--- src/rtl/oric_tap_parser.sv ---
// Streaming Oric .TAP parser: strips sync/header/name of the first program and writes its payload to RAM.
// Optional ORIC_TAP_MULTI_EN: keep parsing further files of the same image after the first one completes.
module oric_tap_parser #(
  parameter int MIN_SYNC = 3,
  parameter int MAX_NAME = 16
) (
  input  logic        clk,
  input  logic        reset_n,
  input  logic        ioctl_download,
  input  logic        ioctl_wr,
  input  logic [24:0] ioctl_addr,
  input  logic [7:0]  ioctl_dout,
  output logic [15:0] tape_addr,
  output logic        tape_wr,
  output logic [7:0]  tape_dout,
  output logic [15:0] loadpoint,
  output logic        tape_autorun,
  output logic        tape_is_basic,
  output logic        tape_complete,
  output logic        tape_error
);

  localparam logic [2:0] S_IDLE   = 3'd0;
  localparam logic [2:0] S_SYNC   = 3'd1;
  localparam logic [2:0] S_HEADER = 3'd2;
  localparam logic [2:0] S_NAME   = 3'd3;
  localparam logic [2:0] S_DATA   = 3'd4;
  localparam logic [2:0] S_DONE   = 3'd5;
  localparam logic [2:0] S_ERROR  = 3'd6;

  localparam logic [7:0] SYNC_MIN = 8'(MIN_SYNC);
  localparam logic [7:0] NAME_LIM = 8'(MAX_NAME);

  logic [2:0]  state, cur_state;
  logic [7:0]  sync_cnt, cur_sync, name_cnt;
  logic [3:0]  hdr_idx;
  logic [7:0]  flags_r, autorun_r;
  logic [15:0] end_addr, start_addr, wr_ptr;
  logic        fin_pend;
  logic        byte_v, restart, active;

  // An addr-0 byte is handled as if the parser were already in SYNC with an empty sync count.
  always_comb begin
    byte_v    = ioctl_download & ioctl_wr;
    restart   = byte_v && (ioctl_addr == '0);
    cur_state = restart ? S_SYNC : state;
    cur_sync  = restart ? '0 : sync_cnt;
    active    = (state == S_SYNC) || (state == S_HEADER) ||
                (state == S_NAME) || (state == S_DATA);
  end

  always_ff @(posedge clk) begin
    if (!reset_n) begin
      state         <= S_IDLE;
      sync_cnt      <= '0;
      name_cnt      <= '0;
      hdr_idx       <= '0;
      flags_r       <= '0;
      autorun_r     <= '0;
      end_addr      <= '0;
      start_addr    <= '0;
      wr_ptr        <= '0;
      fin_pend      <= 1'b0;
      tape_addr     <= '0;
      tape_wr       <= 1'b0;
      tape_dout     <= '0;
      loadpoint     <= '0;
      tape_autorun  <= 1'b0;
      tape_is_basic <= 1'b0;
      tape_complete <= 1'b0;
      tape_error    <= 1'b0;
    end else begin
      tape_wr  <= 1'b0;
      fin_pend <= 1'b0;
      // Completion lands one cycle after the final write strobe; the first file's autorun wins.
      if (fin_pend) begin
        if (!tape_complete) tape_autorun <= (autorun_r != '0);
        tape_complete <= 1'b1;
      end
      if (restart) begin
        state         <= S_SYNC;
        sync_cnt      <= '0;
        fin_pend      <= 1'b0;
        loadpoint     <= '0;
        tape_autorun  <= 1'b0;
        tape_is_basic <= 1'b0;
        tape_complete <= 1'b0;
        tape_error    <= 1'b0;
      end
      if (active && !ioctl_download) begin
        state      <= S_ERROR;
        tape_error <= 1'b1;
      end else if (byte_v) begin
        case (cur_state)
          S_SYNC: begin
            if (ioctl_dout == 8'h16) begin
              sync_cnt <= (cur_sync == 8'hFF) ? cur_sync : cur_sync + 8'd1;
            end else if (ioctl_dout == 8'h24) begin
              if (cur_sync >= SYNC_MIN) begin
                state   <= S_HEADER;
                hdr_idx <= '0;
              end else begin
                state      <= S_ERROR;
                tape_error <= 1'b1;
              end
            end else begin
              sync_cnt <= '0;
            end
          end
          S_HEADER: begin
            hdr_idx <= hdr_idx + 4'd1;
            case (hdr_idx)
              4'd2: flags_r           <= ioctl_dout;
              4'd3: autorun_r         <= ioctl_dout;
              4'd4: end_addr[15:8]    <= ioctl_dout;
              4'd5: end_addr[7:0]     <= ioctl_dout;
              4'd6: start_addr[15:8]  <= ioctl_dout;
              4'd7: start_addr[7:0]   <= ioctl_dout;
              4'd8: begin
                if (end_addr < start_addr) begin
                  state      <= S_ERROR;
                  tape_error <= 1'b1;
                end else begin
                  state    <= S_NAME;
                  name_cnt <= '0;
                  if (!tape_complete) begin
                    loadpoint     <= start_addr;
                    tape_is_basic <= (flags_r == 8'h00);
                  end
                end
              end
              default: ;
            endcase
          end
          S_NAME: begin
            if (ioctl_dout == 8'h00) begin
              state  <= S_DATA;
              wr_ptr <= start_addr;
            end else if (name_cnt == NAME_LIM) begin
              state      <= S_ERROR;
              tape_error <= 1'b1;
            end else begin
              name_cnt <= name_cnt + 8'd1;
            end
          end
          S_DATA: begin
            tape_wr   <= 1'b1;
            tape_addr <= wr_ptr;
            tape_dout <= ioctl_dout;
            if (wr_ptr == end_addr) begin
              fin_pend <= 1'b1;
`ifdef ORIC_TAP_MULTI_EN
              state    <= S_SYNC;
              sync_cnt <= '0;
`else
              state    <= S_DONE;
`endif
            end else begin
              wr_ptr <= wr_ptr + 16'd1;
            end
          end
          default: ;
        endcase
      end
    end
  end

endmodule

--- config.mk ---
export PLATFORM = sky130hd
export DESIGN_NAME = oric_tap_parser
export DESIGN_NICKNAME = d
export VERILOG_FILES = /design/src/rtl/oric_tap_parser.sv
export SDC_FILE = /design/constraint.sdc
export NUM_CORES = 1
export LEC_CHECK = 0
export ABC_AREA = 1
export BUFFER_PORTS_ARGS = -buffer_cell sky130_fd_sc_hd__buf_2
export CORE_MARGIN = 2
export CORE_UTILIZATION = 28
export DETAILED_ROUTE_END_ITERATION = 12
export GPL_ROUTABILITY_DRIVEN = 0
export PLACE_DENSITY = 0.41
export SLEW_MARGIN = 5
export SYNTH_ARGS = -nofsm -noshare
export SYNTH_HDL_FRONTEND = slang
export SYNTH_SLANG_ARGS = --single-unit
--- constraint.sdc ---
create_clock -name clk -period 2.6 [get_ports clk]
set_clock_uncertainty 0.2 [all_clocks]
set_input_delay 0.13 -clock clk [delete_from_list [all_inputs] [get_ports clk]]
set_output_delay 0.13 -clock clk [all_outputs]
set_load 0.02 [all_outputs]
==> results of run 1 <==
==> kinds of logic (layout without fill, tap and decap cells) <==
family                   count (synthesis)  in the layout  synth area share, %
AO/OA/AOI/OAI                          240            240                18.29
XOR/XNOR                                31             31                3.968
adder cells (fa/ha/maj)                 23             23                4.206
buffers and inverters                  160            292                9.380
flip-flops                             133            133                38.91
AND/OR/NAND/NOR                        380            380                25.25
==> metrics by stage <==
stage | total power, uW | TNS (ns) | hold slack [ns] | setup WS [ns] | instance area [um^2]
finish | 5396 | 0 | -0.03382 | 0.2213 | 8533
CTS | 5482 | 0 | 0.1029 | 0.1104 | 8506
global route | 5689 | -0.01188 | 0.05519 | -0.01024 | 8533
detailed placement | 3046 | 0 | 0.2755 | 0.1587 | 7796
floorplan | 2776 | 0 | 0.06491 | 0.1829 | 6843
global placement | 3046 | 0 | 0.2692 | 0.1632 | 7796
==> layer usage <==
metal  global-route usage (%)  vias up
li1                         -     3428
met1                    22.80     2956
met2                    29.18      116
met3                    3.435       12
met4                    4.259        0
met5                        0        -
==> timing repair <==
item	in CTS	in global routing
hold endpoints to repair	39	0
resized for setup	0	9
hold buffers	13	0
endpoints found under the setup margin	0	20
==> power by group through the flow <==
stage	sequential, uW	combinational (uW)	clock (uW)
global placement	2240	802	0
CTS	2200	821	2460
detailed placement	2240	804	0
floorplan	2290	485	0
global route	2210	925	2560
finish	2200	810	2390
==> final timing paths <==
path	from	end	slack (ns)	depth (start not counted)
setup / recovery	ioctl_download	wr_ptr[7]$_SDFFE_PN0P_	0.22	15
hold / removal	ioctl_addr[24]	loadpoint[6]$_SDFF_PN0_	-0.03	5
setup reg to reg	start_addr[15]$_SDFFE_PN0P_	loadpoint[10]$_SDFF_PN0_	0.23	12
hold reg to reg	flags_r[7]$_SDFFE_PN0P_	flags_r[7]$_SDFFE_PN0P_	0.29	2
==> flip-flops by register name, summed over array words and instances, names as in the netlist, 3 cells and up <==
name and cells:
tape_addr 16, loadpoint 16, hdr_idx 4, tape_dout 8
end_addr 16, state 3, wr_ptr 16, autorun_r 8
flags_r 8, start_addr 16, sync_cnt 8, name_cnt 8
==> worst max-delay path, stage by stage <==
cell and delay (ns):
sky130_fd_sc_hd__dlygate4sd3_1 0.53, sky130_fd_sc_hd__buf_2 0.14, sky130_fd_sc_hd__nand2_4 0.05, sky130_fd_sc_hd__nor2_1 0.04
sky130_fd_sc_hd__nand2_1 0.07, sky130_fd_sc_hd__nor2_2 0.05, sky130_fd_sc_hd__nand2_4 0.13, sky130_fd_sc_hd__nand2_4 0.09
sky130_fd_sc_hd__nor2_8 0.33, sky130_fd_sc_hd__clkinv_4 0.15, sky130_fd_sc_hd__nor2_1 0.26, sky130_fd_sc_hd__o21ai_4 0.15
sky130_fd_sc_hd__inv_4 0.18, sky130_fd_sc_hd__nand2_1 0.08, sky130_fd_sc_hd__a21oi_1 0.12
==> cells in the final DEF (no fill, tap or decap), drive strengths merged, types with 2 or more instances in the layout <==
cell           n
nand3         34
clkinvlp       2
nand2        171
inv          130
o21a           2
xor2          26
or2            2
a31oi          3
buf          121
dfxtp        133
o21ai        124
clkbuf        18
nor2         120
nor3          12
nor4          11
xnor2          5
a22oi          5
a21oi        102
clkinv         8
dlygate4sd3   12
nand4         29
ha            23
==> layout make-up <==
cell class | count | area, um^2 | area share [%]
Clock inverter | 14 | 140.1 | 1.642
Timing Repair Buffer | 133 | 825.8 | 9.677
Sequential cell | 133 | 2663 | 31.20
Multi-Input combinational cell | 674 | 3571 | 41.85
Clock buffer | 18 | 439.2 | 5.147
Inverter | 127 | 489.2 | 5.733
Tap cell | 324 | 405.4 | 4.751
==> metrics.txt, run 1 <==
number of violations reported at the end of detailed-routing iteration 0 355; worst slew margin relative to its limit 46.26%; number of cells in the finished layout apart from fillers 1423; leading area contributor after synthesis sky130_fd_sc_hd__dfxtp_1; row count 57; drt first pass iters 6; Final Util 35.29%; die outline height approximately 160 um; final setup vio count 0; number of hold violations in the final report 1; # placed instances about 1400; Total Nets Final 1146; endpoint class of the critical path flip-flop; maximum achievable frequency 420.4 MHz; post-route clock period utilization between 90 and 100%; count leader, synth sky130_fd_sc_hd__nand2_1; number of enable flip-flop cells after synthesis 0; routed length per instance 15.29 um; met1 WL 10.56 mm; Congestion Overflow GR 0; first-pass GRT wire length ~35 mm; deepest clock path buffer count 2; top cell type's share of synthesized area 38.91%; largest net degree at the start of global routing 73; unrepaired setup endpoints after global routing yes; synthesized area 6843 um^2; setup repair bufs after CTS 0; area grow syn2layout 24.70%; Avg Inst Size Synth 7.076 um^2; sequential-to-total area share from yosys stat 38.91%; GRT Resource Usage Total between 10% and 20%; sw frac 30.74%; met2 WL about 10 mm; vias in the first global route 6325; Sinks on Clock Net 133; async set-reset flop share out of synthesis 0%; top post-synthesis cells by area sky130_fd_sc_hd__dfxtp_1 (39%), sky130_fd_sc_hd__nand2_1 (9.1%), sky130_fd_sc_hd__o21ai_0 (8.4%); top cells by count, synth sky130_fd_sc_hd__nand2_1 (165), sky130_fd_sc_hd__dfxtp_1 (133), sky130_fd_sc_hd__inv_1 (122), sky130_fd_sc_hd__o21ai_0 (115), sky130_fd_sc_hd__nor2_1 (112); TritonCTS clock tree done; number of violations of the max-capacitance limit 0; combinational fraction of design power 15.0%; Final Critical Period about 2.4 ns; LEAKAGE 0.003857 uW; Die Outline Area between 20000 and 30000 um^2; result of the run finished with violations; Worst setup SP type primary input; floorplan die width 160.3 um; core outline area 24180 um^2; critical path type primary input to flip-flop; net switching component of the power 1659 uW; peak ir drop on the vdd network 0.3558 mV; clock slew at reported path FFs 0.06 ns; share of cells above drive strength 1 17.02%; Yosys warnings 0; kind of path behind the tightest hold check primary input to flip-flop; Max FO, Critical Path 28; number of routed nets with antenna violations 0; number of storage elements in the synthesis netlist 133; data required time at the worst endpoint roughly 2.8 ns; TritonCTS Buffers 17; share of power burned in registers 40.7%; drt via density ~4.6; number of placed I/O pins 82; Remaining DRCs 0; routed wire length 21.75 mm; buffer cell driving the clock tree root sky130_fd_sc_hd__clkbuf_16; Mapped Nets 1027; initial core utilization 28.30%; detailed placer's ending HPWL 16.36 mm; Port Buf Inserts 81; Pins Over Slew Limit 0; total number of vias 6512; violations in the final reports negative hold slack; Filler Cells Inserted 2583; Max Used Layer met4; internal power summed over all cells 3737 uW; most instantiated flip-flop cell in the synthesis netlist sky130_fd_sc_hd__dfxtp_1; Min Hold Slack -0.03382 ns; Unique masters post-synth 42; proportion of power drawn by the clock network between 40% and 50%; antenna violations before repair 0; clock insertion delay at the later pin of the skew report approximately 0.42 ns; synthesized instance count 967; depth of the CTS H-tree 4; endpoint arrival time on the critical path ~2.5 ns; slew at the pin closest to its max-slew limit roughly 0.8 ns; final antenna diode count 0; routed length on met3 685 um; pwr/cell area approximately 630 nW/um^2
Power figures use the tool's default switching activity.
==> run 2: changes to the inputs <==
- PLACE_DENSITY: 0.41 -> 0.43
- clock period: 2.6 -> 2.18 ns (I/O delays scaled with it)
==> run 2 against run 1 <==
The run now ends clean. Sequential cell count unchanged. Worst setup slack worse by 0.20 ns. Register-to-register slack worse by 0.21 ns. Sequential power up 19%. Clock-buffer cell count down 1. Combinational power up 30%. Global-route usage up 0.068 points. Critical path type is now flip-flop to flip-flop. Critical endpoint is now loadpoint[6]$_SDFF_PN0_. Largest power group unchanged.
==> metrics.txt, run 2 (same netlist as run 1, synthesis figures left out) <==
endpoint arrival time on the critical path 2.27 ns (was 2.53 ns); clock slew at reported path FFs 0.07 ns (was 0.06 ns); met2 WL 10.40 mm (was 10.32 mm); result of the run finished clean (was finished with violations); area grow syn2layout 40.50% (was 24.70%); initial core utilization 28.30% (unchanged); deepest clock path buffer count 2 (unchanged); maximum single-stage delay on the critical path 0.32 ns (was 0.53 ns); CP Buf/Inv Count 5 (was 4); total area of sequential cells 2680 um^2 (was 2663 um^2); CP top delay family simple AND/OR/NAND/NOR gates (unchanged); met1 WL 10.95 mm (was 10.56 mm); CP dominant cell by count sky130_fd_sc_hd__nor2_1 (was sky130_fd_sc_hd__nand2_4); Max FO, Critical Path 4 (was 28); Die Outline Area 25710 um^2 (unchanged); buffer cell driving the clock tree root sky130_fd_sc_hd__clkbuf_16 (unchanged); detailed placer's ending HPWL 16.14 mm (was 16.36 mm); total power after layout 6687 uW (was 5396 uW); Sinks on Clock Net 133 (unchanged); depth of the CTS H-tree 4 (unchanged); peak ir drop on the vdd network 0.3848 mV (was 0.3558 mV); first-pass GRT wire length 35.22 mm (was 34.96 mm); LEAKAGE 0.004366 uW (was 0.003857 uW); total number of vias 6869 (was 6512); drt via density 4.570 (was 4.576); largest net degree at the start of global routing 91 (was 73); number of hold violations in the final report 0 (was 1); Congestion Overflow GR 0 (unchanged); vias in the first global route 6484 (was 6325); slew at the pin closest to its max-slew limit 0.7304 ns (was 0.8031 ns); number of routed nets with antenna violations 0 (unchanged); TritonCTS Buffers 17 (unchanged); top library cells by usage in the layout, fill and taps aside sky130_fd_sc_hd__nand2_1 (157), sky130_fd_sc_hd__dfxtp_1 (119), sky130_fd_sc_hd__inv_1 (111), sky130_fd_sc_hd__o21ai_0 (109), sky130_fd_sc_hd__nor2_1 (106) (was sky130_fd_sc_hd__nand2_1 (165), sky130_fd_sc_hd__dfxtp_1 (133), sky130_fd_sc_hd__inv_1 (122), sky130_fd_sc_hd__o21ai_0 (115), sky130_fd_sc_hd__nor2_1 (110)); Worst setup SP type flip-flop (was primary input); critical path type flip-flop to flip-flop (was primary input to flip-flop); routed length on met3 780 um (was 685 um); worst slew margin relative to its limit 51.13% (was 46.26%); number of violations of the max-capacitance limit 0 (unchanged); number of placed I/O pins 82 (unchanged); pwr/cell area 695.5 nW/um^2 (was 632.4 nW/um^2); antenna violations before repair 0 (unchanged); Port Buf Inserts 81 (unchanged); routed wire length 22.27 mm (was 21.75 mm); maximum achievable frequency 462.8 MHz; area taken by multi-input logic gates 3869 um^2 (was 3571 um^2); share of cells above drive strength 1 28.24% (was 17.02%); final setup vio count 0 (unchanged); Remaining DRCs 0 (unchanged); unrepaired setup endpoints after global routing yes (unchanged); GRT Resource Usage Total 17.37% (was 17.31%); Final Util 39.77% (was 35.29%); Filler Cells Inserted 2540 (was 2583); Pins Over Slew Limit 0 (unchanged); final antenna diode count 0 (unchanged); Final Critical Period 2.161 ns; endpoint class of the critical path flip-flop (unchanged); die outline height 160.3 um (unchanged); TritonCTS clock tree done (unchanged); ordered list of cells on the worst path inv_2 -> ha_4 -> a21oi_2 -> nor2_1 -> nor2_1 -> nand3_2 -> a21oi_4 -> inv_2 -> nand4_4 -> inv_4 -> buf_6 -> buf_12 -> a21oi_2 -> nor2_1 (was dlygate4sd3_1 -> buf_2 -> nand2_4 -> nor2_1 -> nand2_1 -> nor2_2 -> nand2_4 -> nand2_4 -> nor2_8 -> clkinv_4 -> nor2_1 -> o21ai_4 -> inv_4 -> nand2_1 -> a21oi_1); floorplan die width 160.3 um (unchanged); highest-delay cell along the critical path sky130_fd_sc_hd__dfxtp_2 (was sky130_fd_sc_hd__dlygate4sd3_1); routed length per instance 14.81 um (was 15.29 um); most common cell after layout, fill and taps aside sky130_fd_sc_hd__nand2_1 (unchanged); post-route clock period utilization 99.12%; core outline area 24180 um^2 (unchanged); row count 57 (unchanged); kind of path behind the tightest hold check primary input to flip-flop (unchanged); Max Used Layer met4 (unchanged); Total Nets Final 1227 (was 1146); clock insertion delay at the later pin of the skew report 0.43 ns (was 0.42 ns); number of violations reported at the end of detailed-routing iteration 0 333 (was 355); data required time at the worst endpoint 2.29 ns (was 2.75 ns); drt first pass iters 6 (unchanged)
[run 2: stage by stage]
step                area, um^2  setup WS [ns]  TNS (ns)  instances  hold WS [ns]
detailed placement        8432        -0.1307    -2.216       1450        0.2422
finish                    9614        0.01922         0       1503       0.06462
global route              9614       -0.05864   -0.7958       1503        0.1201
CTS                       9291       0.007935         0       1498       0.06332
global placement          8432        -0.1512    -3.406       1450        0.2406
floorplan                 6893       0.005713         0        967       0.04391
[run 2: what timing repair did]
| item | 4_1_cts | 5_1_grt |
|---|---|---|
| resized for setup | 17 | 69 |
| endpoints found under the setup margin | 37 | 55 |
| hold buffers | 13 | 0 |
| hold endpoints to repair | 52 | 0 |
| gates cloned | 1 | 2 |
| pin swaps | 6 | 22 |
| buffers inserted | 4 | 3 |
[run 2: final timing paths]
path / cells past startpoint / slack [ns] / endpoint / start
worst max-delay path: 14 / 0.02 / loadpoint[6]$_SDFF_PN0_ / start_addr[13]$_SDFFE_PN0P_
worst min register to register: 1 / 0.26 / tape_complete$_SDFFE_PP0P_ / fin_pend$_SDFF_PP0_
worst min-delay path: 7 / 0.06 / state[1]$_SDFF_PN0_ / ioctl_wr
worst max register to register: 14 / 0.02 / loadpoint[6]$_SDFF_PN0_ / start_addr[13]$_SDFFE_PN0P_
[run 2: cell type report]
class                      count  share of cell area (%)
clock buffer                  17                   4.425
sequential                   133                   27.88
tap                          324                   4.217
clock inverter                14                   1.848
inverter                     127                   5.128
timing repair buffer         213                   16.27
multi-input combinational    675                   40.24
[run 2: worst register-to-register path, cell delays in order (launching register included)]
cell and delay, ns:
sky130_fd_sc_hd__dfxtp_2 0.32, sky130_fd_sc_hd__inv_2 0.04, sky130_fd_sc_hd__ha_4 0.23, sky130_fd_sc_hd__a21oi_2 0.14
sky130_fd_sc_hd__nor2_1 0.05, sky130_fd_sc_hd__nor2_1 0.17, sky130_fd_sc_hd__nand3_2 0.12, sky130_fd_sc_hd__a21oi_4 0.20
sky130_fd_sc_hd__inv_2 0.08, sky130_fd_sc_hd__nand4_4 0.09, sky130_fd_sc_hd__inv_4 0.05, sky130_fd_sc_hd__buf_6 0.12
sky130_fd_sc_hd__buf_12 0.12, sky130_fd_sc_hd__a21oi_2 0.09, sky130_fd_sc_hd__nor2_1 0.04
[run 2: routing by layer]
metal	global-route usage [%]	vias up
met5	0	-
li1	-	3591
met3	3.202	11
met1	23.41	3150
met2	29.12	117
met4	3.686	0
[run 2: where the power goes]
part	switching, uW	internal [uW]
clock network	1200	1810
logic	704	350
registers	93.6	2530
total	2000	4680
==> run 3: changes to the inputs <==
- PLACE_DENSITY: 0.43 -> 0.41
- clock period: 2.18 -> 2.4 ns (I/O delays scaled with it)
==> run 3 against run 2 <==
Non-clock buffer count shrank 58. Cell area shrank 7.9%. Critical path depth shrank 2. Worst setup slack gained 0.16 ns. Worst hold slack lost 0.045 ns. Sequential share of layout area grew 2.2 points. Maximum frequency shrank 2.8%. Largest cell class unchanged. Largest power group unchanged.
==> metrics.txt, run 3 (same netlist as run 1, synthesis figures left out) <==
drt first pass iters 4 (was 6); endpoint arrival time on the critical path 2.31 ns (was 2.27 ns); # placed instances 1397 (was 1450); Setup WS post-layout 0.1771 ns (was 0.01922 ns); Sinks on Clock Net 133 (unchanged); critical path type flip-flop to flip-flop (unchanged); number of placed I/O pins 82 (unchanged); Setup WS pre-CTS 0.01586 ns (was -0.1307 ns); floorplan die width 160.3 um (unchanged); LEAKAGE 0.004005 uW (was 0.004366 uW); data required time at the worst endpoint 2.49 ns (was 2.29 ns); post-route clock period utilization 92.62% (was 99.12%); vias in the first global route 6416 (was 6484); global-route layer with the greatest usage met2 (unchanged); clock insertion delay at the later pin of the skew report 0.42 ns (was 0.43 ns); most common cell after layout, fill and taps aside sky130_fd_sc_hd__nand2_1 (unchanged); M3 GR Usage 2.867% (was 3.202%); Remaining DRCs 0 (unchanged); depth of the CTS H-tree 4 (unchanged); end of the critical path name_cnt[4]$_SDFFE_PN0P_ (was loadpoint[6]$_SDFF_PN0_); end of the worst register-to-register path name_cnt[4]$_SDFFE_PN0P_ (was loadpoint[6]$_SDFF_PN0_); number of violations reported at the end of detailed-routing iteration 0 390 (was 333); slew at the pin closest to its max-slew limit 0.5201 ns (was 0.7304 ns); peak ir drop on the vdd network 0.4214 mV (was 0.3848 mV); Final Critical Period 2.223 ns (was 2.161 ns); startpoint of the most critical register-to-register path start_addr[15]$_SDFFE_PN0P_ (was start_addr[13]$_SDFFE_PN0P_); routed length per instance 15.30 um (was 14.81 um); Worst setup SP type flip-flop (unchanged); antenna violations before repair 0 (unchanged); Congestion Overflow GR 0 (unchanged); worst-case register-to-register setup slack 0.18 ns (was 0.02 ns); Min Hold Slack 0.01937 ns (was 0.06462 ns); Pins Over Slew Limit 0 (unchanged); setup TNS 0 ns (unchanged); Worst Setup SP start_addr[15]$_SDFFE_PN0P_ (was start_addr[13]$_SDFFE_PN0P_); worst slew margin relative to its limit 65.12% (was 51.13%); detailed placer's ending HPWL 16.18 mm (was 16.14 mm); first-pass GRT wire length 34.85 mm (was 35.22 mm); GR Layer Usage met2 28.87% (was 29.12%); deepest clock path buffer count 2 (unchanged); Port Buf Inserts 81 (unchanged); drt via density 4.562 (was 4.570); TritonCTS clock tree done (unchanged); clock slew at reported path FFs 0.06 ns (was 0.07 ns); Total Nets Final 1169 (was 1227); number of hold violations in the final report 0 (unchanged); number of cells in the finished layout apart from fillers 1446 (was 1503); kind of path behind the tightest hold check primary input to flip-flop (unchanged); endpoint class of the critical path flip-flop (unchanged); result of the run finished clean (unchanged); number of routed nets with antenna violations 0 (unchanged); routed wire length 22.12 mm (was 22.27 mm); Die Outline Area 25710 um^2 (unchanged); die outline height 160.3 um (unchanged); top library cells by usage in the layout, fill and taps aside sky130_fd_sc_hd__nand2_1 (165), sky130_fd_sc_hd__dfxtp_1 (131), sky130_fd_sc_hd__inv_1 (121), sky130_fd_sc_hd__o21ai_0 (113), sky130_fd_sc_hd__nor2_1 (106) (was sky130_fd_sc_hd__nand2_1 (157), sky130_fd_sc_hd__dfxtp_1 (119), sky130_fd_sc_hd__inv_1 (111), sky130_fd_sc_hd__o21ai_0 (109), sky130_fd_sc_hd__nor2_1 (106)); largest net degree at the start of global routing 91 (unchanged); core outline area 24180 um^2 (unchanged); Max FO, Critical Path 7 (was 4); total number of vias 6596 (was 6869); Final Util 36.64% (was 39.77%); unrepaired setup endpoints after global routing yes (unchanged); final setup vio count 0 (unchanged); row count 57 (unchanged); number of violations of the max-capacitance limit 0 (unchanged); buffer cell driving the clock tree root sky130_fd_sc_hd__clkbuf_16 (unchanged); GRT Resource Usage Total 17.24% (was 17.37%); share of cells above drive strength 1 19.43% (was 28.24%); depth of the worst register-to-register path 12 (was 14); final antenna diode count 0 (unchanged); pwr/cell area 702.8 nW/um^2 (was 695.5 nW/um^2); met1 Resource Use GR 23.06% (was 23.41%); maximum achievable frequency 449.9 MHz (was 462.8 MHz); TritonCTS Buffers 17 (unchanged); initial core utilization 28.30% (unchanged); area grow syn2layout 29.44% (was 40.50%)
[run 3: changes by cell type in the layout (fill, tap and decap cells not counted), moves of 6 or more]
cell and change:
sky130_fd_sc_hd__inv_1 +10, sky130_fd_sc_hd__ha_1 +7, sky130_fd_sc_hd__a21oi_1 +7, sky130_fd_sc_hd__inv_2 -8, sky130_fd_sc_hd__ha_4 -7, sky130_fd_sc_hd__dfxtp_2 -12
sky130_fd_sc_hd__a21oi_2 -6, sky130_fd_sc_hd__dfxtp_1 +12, sky130_fd_sc_hd__buf_4 -48, sky130_fd_sc_hd__nand2_1 +8
[run 3: worst max-delay path: stages (launching register included)]
cell and delay [ns]:
sky130_fd_sc_hd__dfxtp_1 0.33, sky130_fd_sc_hd__inv_1 0.07, sky130_fd_sc_hd__ha_1 0.29, sky130_fd_sc_hd__nand2_1 0.16, sky130_fd_sc_hd__nor2_1 0.07, sky130_fd_sc_hd__nor2_1 0.08
sky130_fd_sc_hd__nand3_1 0.11, sky130_fd_sc_hd__a21oi_2 0.19, sky130_fd_sc_hd__buf_4 0.14, sky130_fd_sc_hd__nand2_1 0.09, sky130_fd_sc_hd__buf_4 0.19, sky130_fd_sc_hd__nand4_1 0.10
sky130_fd_sc_hd__a21oi_1 0.07
[run 3: report_power, final]
| group | internal, uW | switching (uW) | total (uW) |
|---|---|---|---|
| Sequential | 2300 | 84.4 | 2380 |
| Clock | 1750 | 1090 | 2840 |
| Combinational | 318 | 688 | 1010 |
[run 3: how the worst min path moves through the flow]
stage | from | to | slack [ns] | depth (start not counted)
after global placement | fin_pend$_SDFF_PP0_ | tape_complete$_SDFFE_PP0P_ | 0.24 | 1
after floorplan | ioctl_dout[7] | tape_dout[7]$_SDFFE_PN0P_ | 0.05 | 2
after CTS | ioctl_addr[9] | loadpoint[6]$_SDFF_PN0_ | 0.03 | 7
final | ioctl_addr[15] | loadpoint[6]$_SDFF_PN0_ | 0.02 | 7
after global routing | ioctl_addr[8] | loadpoint[6]$_SDFF_PN0_ | 0.08 | 7
after detailed placement | fin_pend$_SDFF_PP0_ | tape_complete$_SDFFE_PP0P_ | 0.25 | 1
[run 3: through the flow]
stage	instance area (um^2)	power [uW]
floorplan	6844	3007
detailed placement	7969	3333
global placement	7969	3336
global route	8857	6510
CTS	8727	6221
finish	8857	6225
[run 3: what timing repair did]
item | 4_1_cts | 5_1_grt
resized for setup | 0 | 25
endpoints found under the setup margin | 0 | 80
hold buffers | 13 | 0
buffers inserted | 0 | 3
endpoints found under the hold margin | 51 | 0
[run 3: routing by layer]
metal | wire (um) | part of all wire (%)
met5 | 0 | 0
met2 | 10360 | 47
met3 | 762 | 3.4
met1 | 10780 | 49
met4 | 214 | 0.97
[run 3: layout make-up]
cell class                 instances  area (um^2)
sequential                       133         2665
clock buffer                      18        429.2
timing repair buffer             155         1035
tap                              324        405.4
clock inverter                    14        198.9
fill                            2657        15320
multi-input combinational        675         3640
inverter                         127        484.2
